### src/rtl/adders_pkg.sv
// Shared definitions for the interchangeable adder implementations:
// default operand/block sizes and the common {Cout, Overflow, SUM} result record.
package adders_pkg;

    localparam int ADDER_WIDTH = 32;
    localparam int ADDER_BLOCK = 4;

    typedef struct packed {
        logic                   cout;
        logic                   overflow;
        logic [ADDER_WIDTH-1:0] sum;
    } adder_result_t;

endpackage

### src/rtl/carry_skip_adder_if.sv
// Operand/result bundle for carry_skip_adder; the driver of operands is the
// master, the adder itself is the slave.
interface carry_skip_adder_if
    import adders_pkg::*;
#(
    parameter int WIDTH = ADDER_WIDTH
);

    logic [WIDTH-1:0] i_a;
    logic [WIDTH-1:0] i_b;
    logic             i_cin;
    logic [WIDTH-1:0] o_sum;
    logic             o_cout;
    logic             o_overflow;

    modport master (
        output i_a, i_b, i_cin,
        input  o_sum, o_cout, o_overflow
    );

    modport slave (
        input  i_a, i_b, i_cin,
        output o_sum, o_cout, o_overflow
    );

endinterface

### src/rtl/carry_skip_block.sv
// One ripple block of the carry-skip adder: ripple full-adder chain, block
// propagate, bypass mux on the carry-out, and the carry into the block MSB.
module carry_skip_block #(
    parameter int BLOCK = 4
) (
    input  logic [BLOCK-1:0] i_a,
    input  logic [BLOCK-1:0] i_b,
    input  logic             i_cin,
    output logic [BLOCK-1:0] o_sum,
    output logic             o_cout,
    output logic             o_prop,
    output logic             o_msb_carry
);

    logic [BLOCK-1:0] w_p;
    logic [BLOCK-1:0] w_g;
    logic             w_carry;

    assign w_p = i_a ^ i_b;
    assign w_g = i_a & i_b;

    // Ripple through the block; when every bit propagates, the carry-out is
    // taken straight from the block carry-in instead of the end of the chain.
    always_comb begin
        w_carry     = i_cin;
        o_sum       = '0;
        o_msb_carry = 1'b0;
        for (int i = 0; i < BLOCK; i++) begin
            if (i == BLOCK - 1) begin
                o_msb_carry = w_carry;
            end
            o_sum[i] = w_p[i] ^ w_carry;
            w_carry  = w_g[i] | (w_p[i] & w_carry);
        end
        o_prop = &w_p;
        o_cout = o_prop ? i_cin : w_carry;
    end

endmodule

### src/rtl/carry_skip_adder.sv
// Registered carry-skip adder, latency 1; defining CSKA_IN_REG_EN adds an
// operand input register and raises the latency to 2.
module carry_skip_adder
    import adders_pkg::*;
#(
    parameter int WIDTH = ADDER_WIDTH,
    parameter int BLOCK = ADDER_BLOCK
) (
    input logic               clk,
    input logic               rst,
    carry_skip_adder_if.slave bus
);

    localparam int NBLK = WIDTH / BLOCK;

    logic [WIDTH-1:0] w_a;
    logic [WIDTH-1:0] w_b;
    logic             w_cin;
    logic [WIDTH-1:0] w_sum;
    logic [NBLK-1:0]  w_prop;
    logic [NBLK-1:0]  w_msb_carry;
    logic             w_chain_cout;
    logic             w_cout;
    logic             w_overflow;
    logic             w_unused_msb;

    logic [WIDTH-1:0] r_sum;
    logic             r_cout;
    logic             r_overflow;

`ifdef CSKA_IN_REG_EN
    logic [WIDTH-1:0] r_a;
    logic [WIDTH-1:0] r_b;
    logic             r_cin;

    always_ff @(posedge clk) begin
        if (rst) begin
            r_a   <= '0;
            r_b   <= '0;
            r_cin <= 1'b0;
        end else begin
            r_a   <= bus.i_a;
            r_b   <= bus.i_b;
            r_cin <= bus.i_cin;
        end
    end

    assign w_a   = r_a;
    assign w_b   = r_b;
    assign w_cin = r_cin;
`else
    assign w_a   = bus.i_a;
    assign w_b   = bus.i_b;
    assign w_cin = bus.i_cin;
`endif

    // Each block's carry lives in its own generate scope so the skip chain is
    // a plain chain of nets rather than one self-referencing vector.
    for (genvar k = 0; k < NBLK; k++) begin : g_blk
        logic w_blk_cin;
        logic w_blk_cout;

        if (k == 0) begin : g_first
            assign w_blk_cin = w_cin;
        end else begin : g_next
            assign w_blk_cin = g_blk[k-1].w_blk_cout;
        end

        carry_skip_block #(
            .BLOCK(BLOCK)
        ) u_blk (
            .i_a         (w_a[k*BLOCK +: BLOCK]),
            .i_b         (w_b[k*BLOCK +: BLOCK]),
            .i_cin       (w_blk_cin),
            .o_sum       (w_sum[k*BLOCK +: BLOCK]),
            .o_cout      (w_blk_cout),
            .o_prop      (w_prop[k]),
            .o_msb_carry (w_msb_carry[k])
        );
    end

    assign w_chain_cout = g_blk[NBLK-1].w_blk_cout;

    // A word that propagates in every block skips the whole chain at once.
    assign w_cout       = (&w_prop) ? w_cin : w_chain_cout;
    assign w_overflow   = w_msb_carry[NBLK-1] ^ w_cout;
    assign w_unused_msb = ^w_msb_carry;

    always_ff @(posedge clk) begin
        if (rst) begin
            r_sum      <= '0;
            r_cout     <= 1'b0;
            r_overflow <= 1'b0;
        end else begin
            r_sum      <= w_sum;
            r_cout     <= w_cout;
            r_overflow <= w_overflow;
        end
    end

    assign bus.o_sum      = r_sum;
    assign bus.o_cout     = r_cout;
    assign bus.o_overflow = r_overflow;

endmodule

### src/flat_wrapper.sv
// flat-port wrapper written by rule: the top's interface ports become plain ports
module carry_skip_adder_flat import adders_pkg::*;
#(
    parameter int WIDTH = ADDER_WIDTH,
    parameter int BLOCK = ADDER_BLOCK
)
  (clk, rst, bus_i_a, bus_i_b, bus_i_cin, bus_o_sum, bus_o_cout, bus_o_overflow);
  carry_skip_adder_if #(.WIDTH(WIDTH)) bus_i ();
  input logic clk;
  input logic rst;
  input wire logic [$bits(bus_i.i_a)-1:0] bus_i_a;
  input wire logic [$bits(bus_i.i_b)-1:0] bus_i_b;
  input wire logic [$bits(bus_i.i_cin)-1:0] bus_i_cin;
  output wire logic [$bits(bus_i.o_sum)-1:0] bus_o_sum;
  output wire logic [$bits(bus_i.o_cout)-1:0] bus_o_cout;
  output wire logic [$bits(bus_i.o_overflow)-1:0] bus_o_overflow;
  assign bus_i.i_a = bus_i_a;
  assign bus_i.i_b = bus_i_b;
  assign bus_i.i_cin = bus_i_cin;
  assign bus_o_sum = bus_i.o_sum;
  assign bus_o_cout = bus_i.o_cout;
  assign bus_o_overflow = bus_i.o_overflow;
  carry_skip_adder #(.WIDTH(WIDTH), .BLOCK(BLOCK)) u_core (.clk(clk), .rst(rst), .bus(bus_i));
endmodule
### config.mk
export PLATFORM = sky130hd
export DESIGN_NAME = carry_skip_adder_flat
export DESIGN_NICKNAME = d
export VERILOG_FILES = /design/src/rtl/adders_pkg.sv /design/src/rtl/carry_skip_adder_if.sv /design/src/rtl/carry_skip_block.sv /design/src/rtl/carry_skip_adder.sv /design/src/flat_wrapper.sv
export SDC_FILE = /design/constraint.sdc
export NUM_CORES = 1
export LEC_CHECK = 0
export BUFFER_PORTS_ARGS = -buffer_cell sky130_fd_sc_hd__buf_2
export CELL_PAD_IN_SITES_DETAIL_PLACEMENT = 1
export CELL_PAD_IN_SITES_GLOBAL_PLACEMENT = 1
export CORE_MARGIN = 8
export CORE_UTILIZATION = 39
export DETAILED_ROUTE_END_ITERATION = 16
export GPL_TIMING_DRIVEN = 0
export PLACE_DENSITY = 0.91
export SYNTH_ARGS = -nofsm -noshare
export SYNTH_HDL_FRONTEND = slang
export SYNTH_SLANG_ARGS = --single-unit
export TNS_END_PERCENT = 5
### constraint.sdc
create_clock -name clk -period 36.3 [get_ports clk]
set_input_delay 5.445 -clock clk [delete_from_list [all_inputs] [get_ports clk]]
set_output_delay 5.445 -clock clk [all_outputs]
set_load 0.01 [all_outputs]
==> results of run 1 <==
==> cells in the mapped netlist <==
master and n:
dfxtp_1 34, nor2b_1 33, fa_1 32, ha_1 32
nor2_1 7, nand4_1 6, inv_1 5, a21oi_1 3
clkbuf_1 3, mux2_2 3, nand2_1 2, nand4_2 2
nor3_1 2, a211oi_1 1, a21o_1 1, a221o_2 1
a22oi_2 1, a31oi_2 1, a41oi_1 1, and4_1 1
mux2_4 1, nand3_1 1, nor2_2 1, o21ai_2 1
or4_1 1, or4_4 1
==> layout make-up <==
type	count	area, um2	area share
Buffer	3	11.3	0.00386
Clock buffer	7	86.3	0.0296
Clock inverter	1	5.00	0.00172
Inverter	5	18.8	0.00643
Multi-Input combinational cell	135	1530	0.523
Sequential cell	34	681	0.233
Tap cell	72	90.1	0.0309
Timing Repair Buffer	100	500	0.172
==> power breakdown <==
group / internal [uW] / leakage, uW / switching (uW) / total, uW
clock: 15.3 / 0.0000482 / 13.6 / 28.9
combinational: 16.0 / 0.00110 / 17.4 / 33.4
sequential: 42.5 / 0.000283 / 1.16 / 43.6
==> per-stage QoR <==
step | cell area (um2) | cells | hold WS [ns] | utilization | setup slack, ns
final | 2920 | 357 | 5.44 | 0.530 | 15.27
after global placement | 2830 | 349 | 5.73 | 0.513 | 15.25
after detailed placement | 2830 | 349 | 5.74 | 0.513 | 14.93
after global routing | 2920 | 357 | 5.45 | 0.530 | 14.73
after CTS | 2920 | 357 | 5.44 | 0.530 | 15.15
after floorplan | 2240 | 177 | 5.52 | - | 16.13
==> worst max-delay path, delay by kind of cell <==
kind                     cells  cell delay (ns)
AO/OA/AOI/OAI                5             1.14
adder cells (fa/ha/maj)     32            12.49
buffers and inverters        4             0.32
multiplexers                 4             1.22
AND/OR/NAND/NOR              5             0.57
==> routing by layer <==
layer / routed length [um] / part of all wire / up-vias / GRT usage
met2: 3330 / 0.55 / 59 / 0.273
met5: 0 / 0 / - / 0
met1: 2240 / 0.37 / 812 / 0.145
met4: 85 / 0.014 / 0 / 0.0510
li1: - / - / 786 / -
met3: 376 / 0.062 / 7 / 0.0505
==> registers in the layout, summed over array words and instances (netlist names) <==
| name | count |
|---|---|
| u_core.bus.o_cout | 1 |
| u_core.bus.o_overflow | 1 |
| u_core.bus.o_sum | 32 |
==> worst max path at each step <==
stage                                       end      start
5_1_grt        u_core.bus.o_overflow$_SDFF_PP0_  bus_i_cin
3_5_place_dp   u_core.bus.o_overflow$_SDFF_PP0_  bus_i_cin
4_1_cts        u_core.bus.o_overflow$_SDFF_PP0_  bus_i_cin
2_1_floorplan  u_core.bus.o_overflow$_SDFF_PP0_  bus_i_cin
3_3_place_gp   u_core.bus.o_overflow$_SDFF_PP0_  bus_i_cin
6_report       u_core.bus.o_overflow$_SDFF_PP0_  bus_i_cin
==> cells by family after synthesis <==
kind of cell / after synthesis
adder cells (fa/ha/maj): 64
AND/OR/NAND/NOR: 57
flip-flops: 34
AO/OA/AOI/OAI: 10
buffers and inverters: 8
multiplexers: 4
==> metrics.cfg, run 1 <==
[synthesis]
synthDistinctLibCells=26
syn_area_per_cell_um2=12.6
ys_ff_latch=34
synth_xor_area_frac=0
synth_top_family_by_area=adder cells
synthAdderAreaFrac=0.466
post_synth_and_or_nand_nor_area_fraction=0.157
synth_nets=308
synth_compound_area_frac=0.0375
synth_top_cell_by_area=dfxtp_1
yosysWarnings=0
ys_seq_area_frac=0.304
syn_inst=177
synth_top_area_share=0.304
synth_area_leaders=dfxtp_1, fa_1, ha_1
syn_area_um2=2240
synth_mux_area_frac=0.0218

[job]
maxCapViolCount=0

[detailed_routing]
drcViolationCount=0
drtAntennaViolNets=0
wl_per_cell_um=16.9
num_vias=1664
wirelength_um=6030
dr.pass1.iters=2
drtIter0Drc=19
viasPerCell=4.66

[die]
fp.dieH_um=91.7
dieArea_um2=8410
num_rows=27
die_w_um=91.7
io_pins=101
start_util=0.406
core_um2=5510

[critical_path]
cp.required_ns=36.48
crit_slowest_cell=fa_1
crit_top_cell=fa_1
crit_path_max_incr_delay_ns=0.45
start_kind=primary input
path_class=primary input to flop
critPathArrivalTime_ns=21.21
path_max_fanout=4
cp-end-kind=flop

[sta]
tightestPinTransition_ns=0.458
rsz0062_at_grt=no
timing.final.crit_period_ns=21.03
hold_viol=0
slew_headroom=0.694
period_share=0.579
fmax_ghz=0.0475
report.final.slew_viol_count=0
setup_tns_ns=0
setup_viol=0

[hold_path]
whs_path_depth=2
hold_path.class=primary input to flop
hold_start=rst
min_to=u_core.bus.o_sum[2]$_SDFF_PP0_

[final_layout]
syn_to_final_growth_pct=30.5
mostFrequentLayoutCells=buf_2, dfxtp_1, nor2b_1, fa_1, ha_1
layout-drive-gt1-share=0.418
n_fill_cell=632
nets=415
antennaDiodeCount=0
final_common_cell=buf_2

[clock_network]
cts_tree=built
cts-buffers-inserted=5
cts_resized=0
cts-htree-levels=2
cts_setup_buffers=0
cts.sinks=34
cts_root_buffer=clkbuf_8
clock_tree.buffer_depth=2
cts_hold_repair.buffers=0
path_clk_slew_ns=0.07

[pwr]
p_total_uw=106
p_per_area_nw_per_um2=36.3
max-vdd-ir-drop_mv=0.0177
leakage_uw=0.00143

[grt]
grt_max_degree=11
grt_overflow_total=0
grt_pass1_vias=1982
track_usage=0.146
grt_pass1_wl_um=9600
antenna_found_initial=0

[placement]
io_buffers=100
dpl.hpwl_um=5400
gp_congestion=0.755

[status]
status=finished clean

No activity file was read; power rests on OpenSTA's default activity.
==> run 2, diff against run 1 <==
--- a/config.mk
+++ b/config.mk
@@ -9,10 +9,10 @@
 export CELL_PAD_IN_SITES_DETAIL_PLACEMENT = 1
 export CELL_PAD_IN_SITES_GLOBAL_PLACEMENT = 1
 export CORE_MARGIN = 8
-export CORE_UTILIZATION = 39
+export CORE_UTILIZATION = 32
 export DETAILED_ROUTE_END_ITERATION = 16
 export GPL_TIMING_DRIVEN = 0
-export PLACE_DENSITY = 0.91
+export PLACE_DENSITY = 0.8
 export SYNTH_ARGS = -nofsm -noshare
 export SYNTH_HDL_FRONTEND = slang
 export SYNTH_SLANG_ARGS = --single-unit
==> constraint.sdc (replaced) <==
create_clock -name clk -period 18.55 [get_ports clk]
set_input_delay 2.7825 -clock clk [delete_from_list [all_inputs] [get_ports clk]]
set_output_delay 2.7825 -clock clk [all_outputs]
set_load 0.01 [all_outputs]
==> run 2 against run 1 <==
Effect of this change:
- total power rose by 92%
- clock power up 78%
- count of clock-buffer cells in the layout did not move
- sequential share of layout area down 0.39 points
- final area grew 1.7%
- combinational power increased by 99%
- global-route usage fell by 2.7 points
- hold slack lost 2.7 ns
- critical path depth unchanged
- setup slack worse by 15 ns
- core utilization is 9.3 points lower
==> metrics.cfg, run 2 (same netlist as run 1, synthesis figures left out) <==
[final_layout]
nets=417  ; +0.48%
mostFrequentLayoutCells=buf_2, dfxtp_1, nor2b_1, ha_1, fa_1
largest_reg_flops=32  ; unchanged
final_common_cell=buf_2
antennaDiodeCount=0  ; unchanged
layout-drive-gt1-share=0.437  ; +0.0195
syn_to_final_growth_pct=32.7
stdcell_count=382  ; +7.0%

[sta]
tightestPinTransition_ns=0.471  ; +0.0125 ns
hold_viol=0  ; unchanged
setup_tns_ns=0  ; unchanged
report.final.slew_viol_count=0  ; unchanged
setup_viol=0  ; unchanged
period_share=0.974
timing.final.crit_period_ns=18.06
fmax_ghz=0.0554
slew_headroom=0.686  ; -0.00835

[detailed_routing]
wl_per_cell_um=15.2  ; -10%
num_vias=1645  ; -1.1%
drcViolationCount=0  ; unchanged
drtAntennaViolNets=0  ; unchanged
drtIter0Drc=17  ; -2
viasPerCell=4.31  ; -7.6%
wirelength_um=5800  ; -3.9%
dr.pass1.iters=3  ; +1

[die]
start_util=0.329  ; -0.0769
core_um2=6790  ; +23%
fp.dieH_um=99.6  ; +8.6%
die_w_um=99.6  ; +8.6%
dieArea_um2=9920  ; +18%
num_rows=30  ; +11%
io_pins=101  ; unchanged

[pwr]
p_per_area_nw_per_um2=68.4  ; +88%
switchingPower_uw=62.0  ; +93%
seqPwrFrac=0.420  ; +0.008
swShare=0.305  ; +0.00166
p_int_uw=141  ; +91%
leakage_uw=0.00143  ; about the same
max-vdd-ir-drop_mv=0.0288  ; +63%
pwr-share-clk=0.253  ; -0.020
combPwrFrac=0.327  ; +0.012

[critical_path]
path_class=primary input to flop
critPathArrivalTime_ns=18.23  ; -2.98 ns
cp.required_ns=18.72  ; -17.76 ns
path_max_fanout=4  ; unchanged
crit_path_max_incr_delay_ns=0.42  ; -0.03 ns
cp-end-kind=flop
crit_slowest_cell=fa_1
start_kind=primary input
crit_top_cell=fa_1

[clock_network]
clock_tree.buffer_depth=2  ; unchanged
cts_hold_repair.buffers=0  ; unchanged
cts.sinks=34  ; unchanged
cts-buffers-inserted=5  ; unchanged
path_clk_slew_ns=0.07  ; about the same
cts_root_buffer=clkbuf_8
cts-htree-levels=2  ; unchanged
cts_tree=built

[status]
status=finished clean

[placement]
gp_congestion=0.717  ; -5.1%
io_buffers=100  ; unchanged
dpl.cell_count=373  ; +6.9%
dpl.hpwl_um=5240  ; -2.8%

[grt]
grt_pass1_wl_um=9370  ; -2.4%
track_usage=0.119  ; -0.0267
grt_overflow_total=0  ; unchanged
antenna_found_initial=0  ; unchanged
grt_pass1_vias=1970  ; -0.61%
grt_max_degree=11  ; unchanged

[hold_path]
hold_path.class=primary input to flop

[job]
maxCapViolCount=0  ; unchanged

[run 2: layout make-up]
| class | instances | area (um2) |
|---|---|---|
| plain buffers | 3 | 11.3 |
| fillers | 783 | 3830 |
| repair buffers | 102 | 515 |
| multi-input cells | 135 | 1550 |
| inverters | 5 | 18.8 |
| well taps | 96 | 120 |
| clock buffers | 7 | 76.3 |
| flip-flops and latches | 34 | 681 |
[run 2: worst paths after layout]
| kind | from | end | slack, ns | cells past startpoint |
|---|---|---|---|---|
| worst min-delay path | rst | u_core.bus.o_sum[2]$_SDFF_PP0_ | 2.79 | 2 |
| worst max-delay path | bus_i_cin | u_core.bus.o_overflow$_SDFF_PP0_ | 0.49 | 50 |
[run 2: power groups by stage]
stage                     Combinational, uW  Clock, uW  Sequential (uW)
final                                  66.5       51.3             85.3
after global routing                   76.2       56.9             86.2
after detailed placement               66.9          0             87.1
after global placement                 63.0          0             86.7
after floorplan                        28.2          0             92.8
after CTS                              67.0       53.6             85.5
[run 2: worst max-delay path: cells and delay by family]
family / cells / cell delay (ns)
adders and majority gates: 32 / 12.28
muxes: 4 / 1.24
AOI/OAI and AO/OA: 5 / 1.11
and+or+nand+nor: 5 / 0.48
buffers and inverters: 4 / 0.33
[run 2: per-stage QoR]
stage | area, um2 | utilization | total power, uW | setup slack (ns) | hold slack [ns]
floorplan | 2240 | - | 121 | 1.04 | 2.85
global placement | 2860 | 0.420 | 150 | 0.112 | 3.07
detailed placement | 2860 | 0.420 | 154 | -0.154 | 3.08
CTS | 2930 | 0.432 | 206 | 0.0993 | 2.79
global route | 2970 | 0.437 | 219 | -0.00149 | 2.79
finish | 2970 | 0.437 | 203 | 0.489 | 2.79
[run 2: per-layer routing]
| layer | GRT usage | wire length, um |
|---|---|---|
| met3 | 0.0398 | 404 |
| met5 | 0 | 0 |
| met1 | 0.123 | 2090 |
| met4 | 0.0314 | 37 |
| met2 | 0.222 | 3270 |
[run 2: repair_timing]
item	4_1_cts	5_1_grt
resized for setup	0	6
endpoints found under the hold margin	0	0
setup endpoints to repair	0	2
setup buffers	0	2
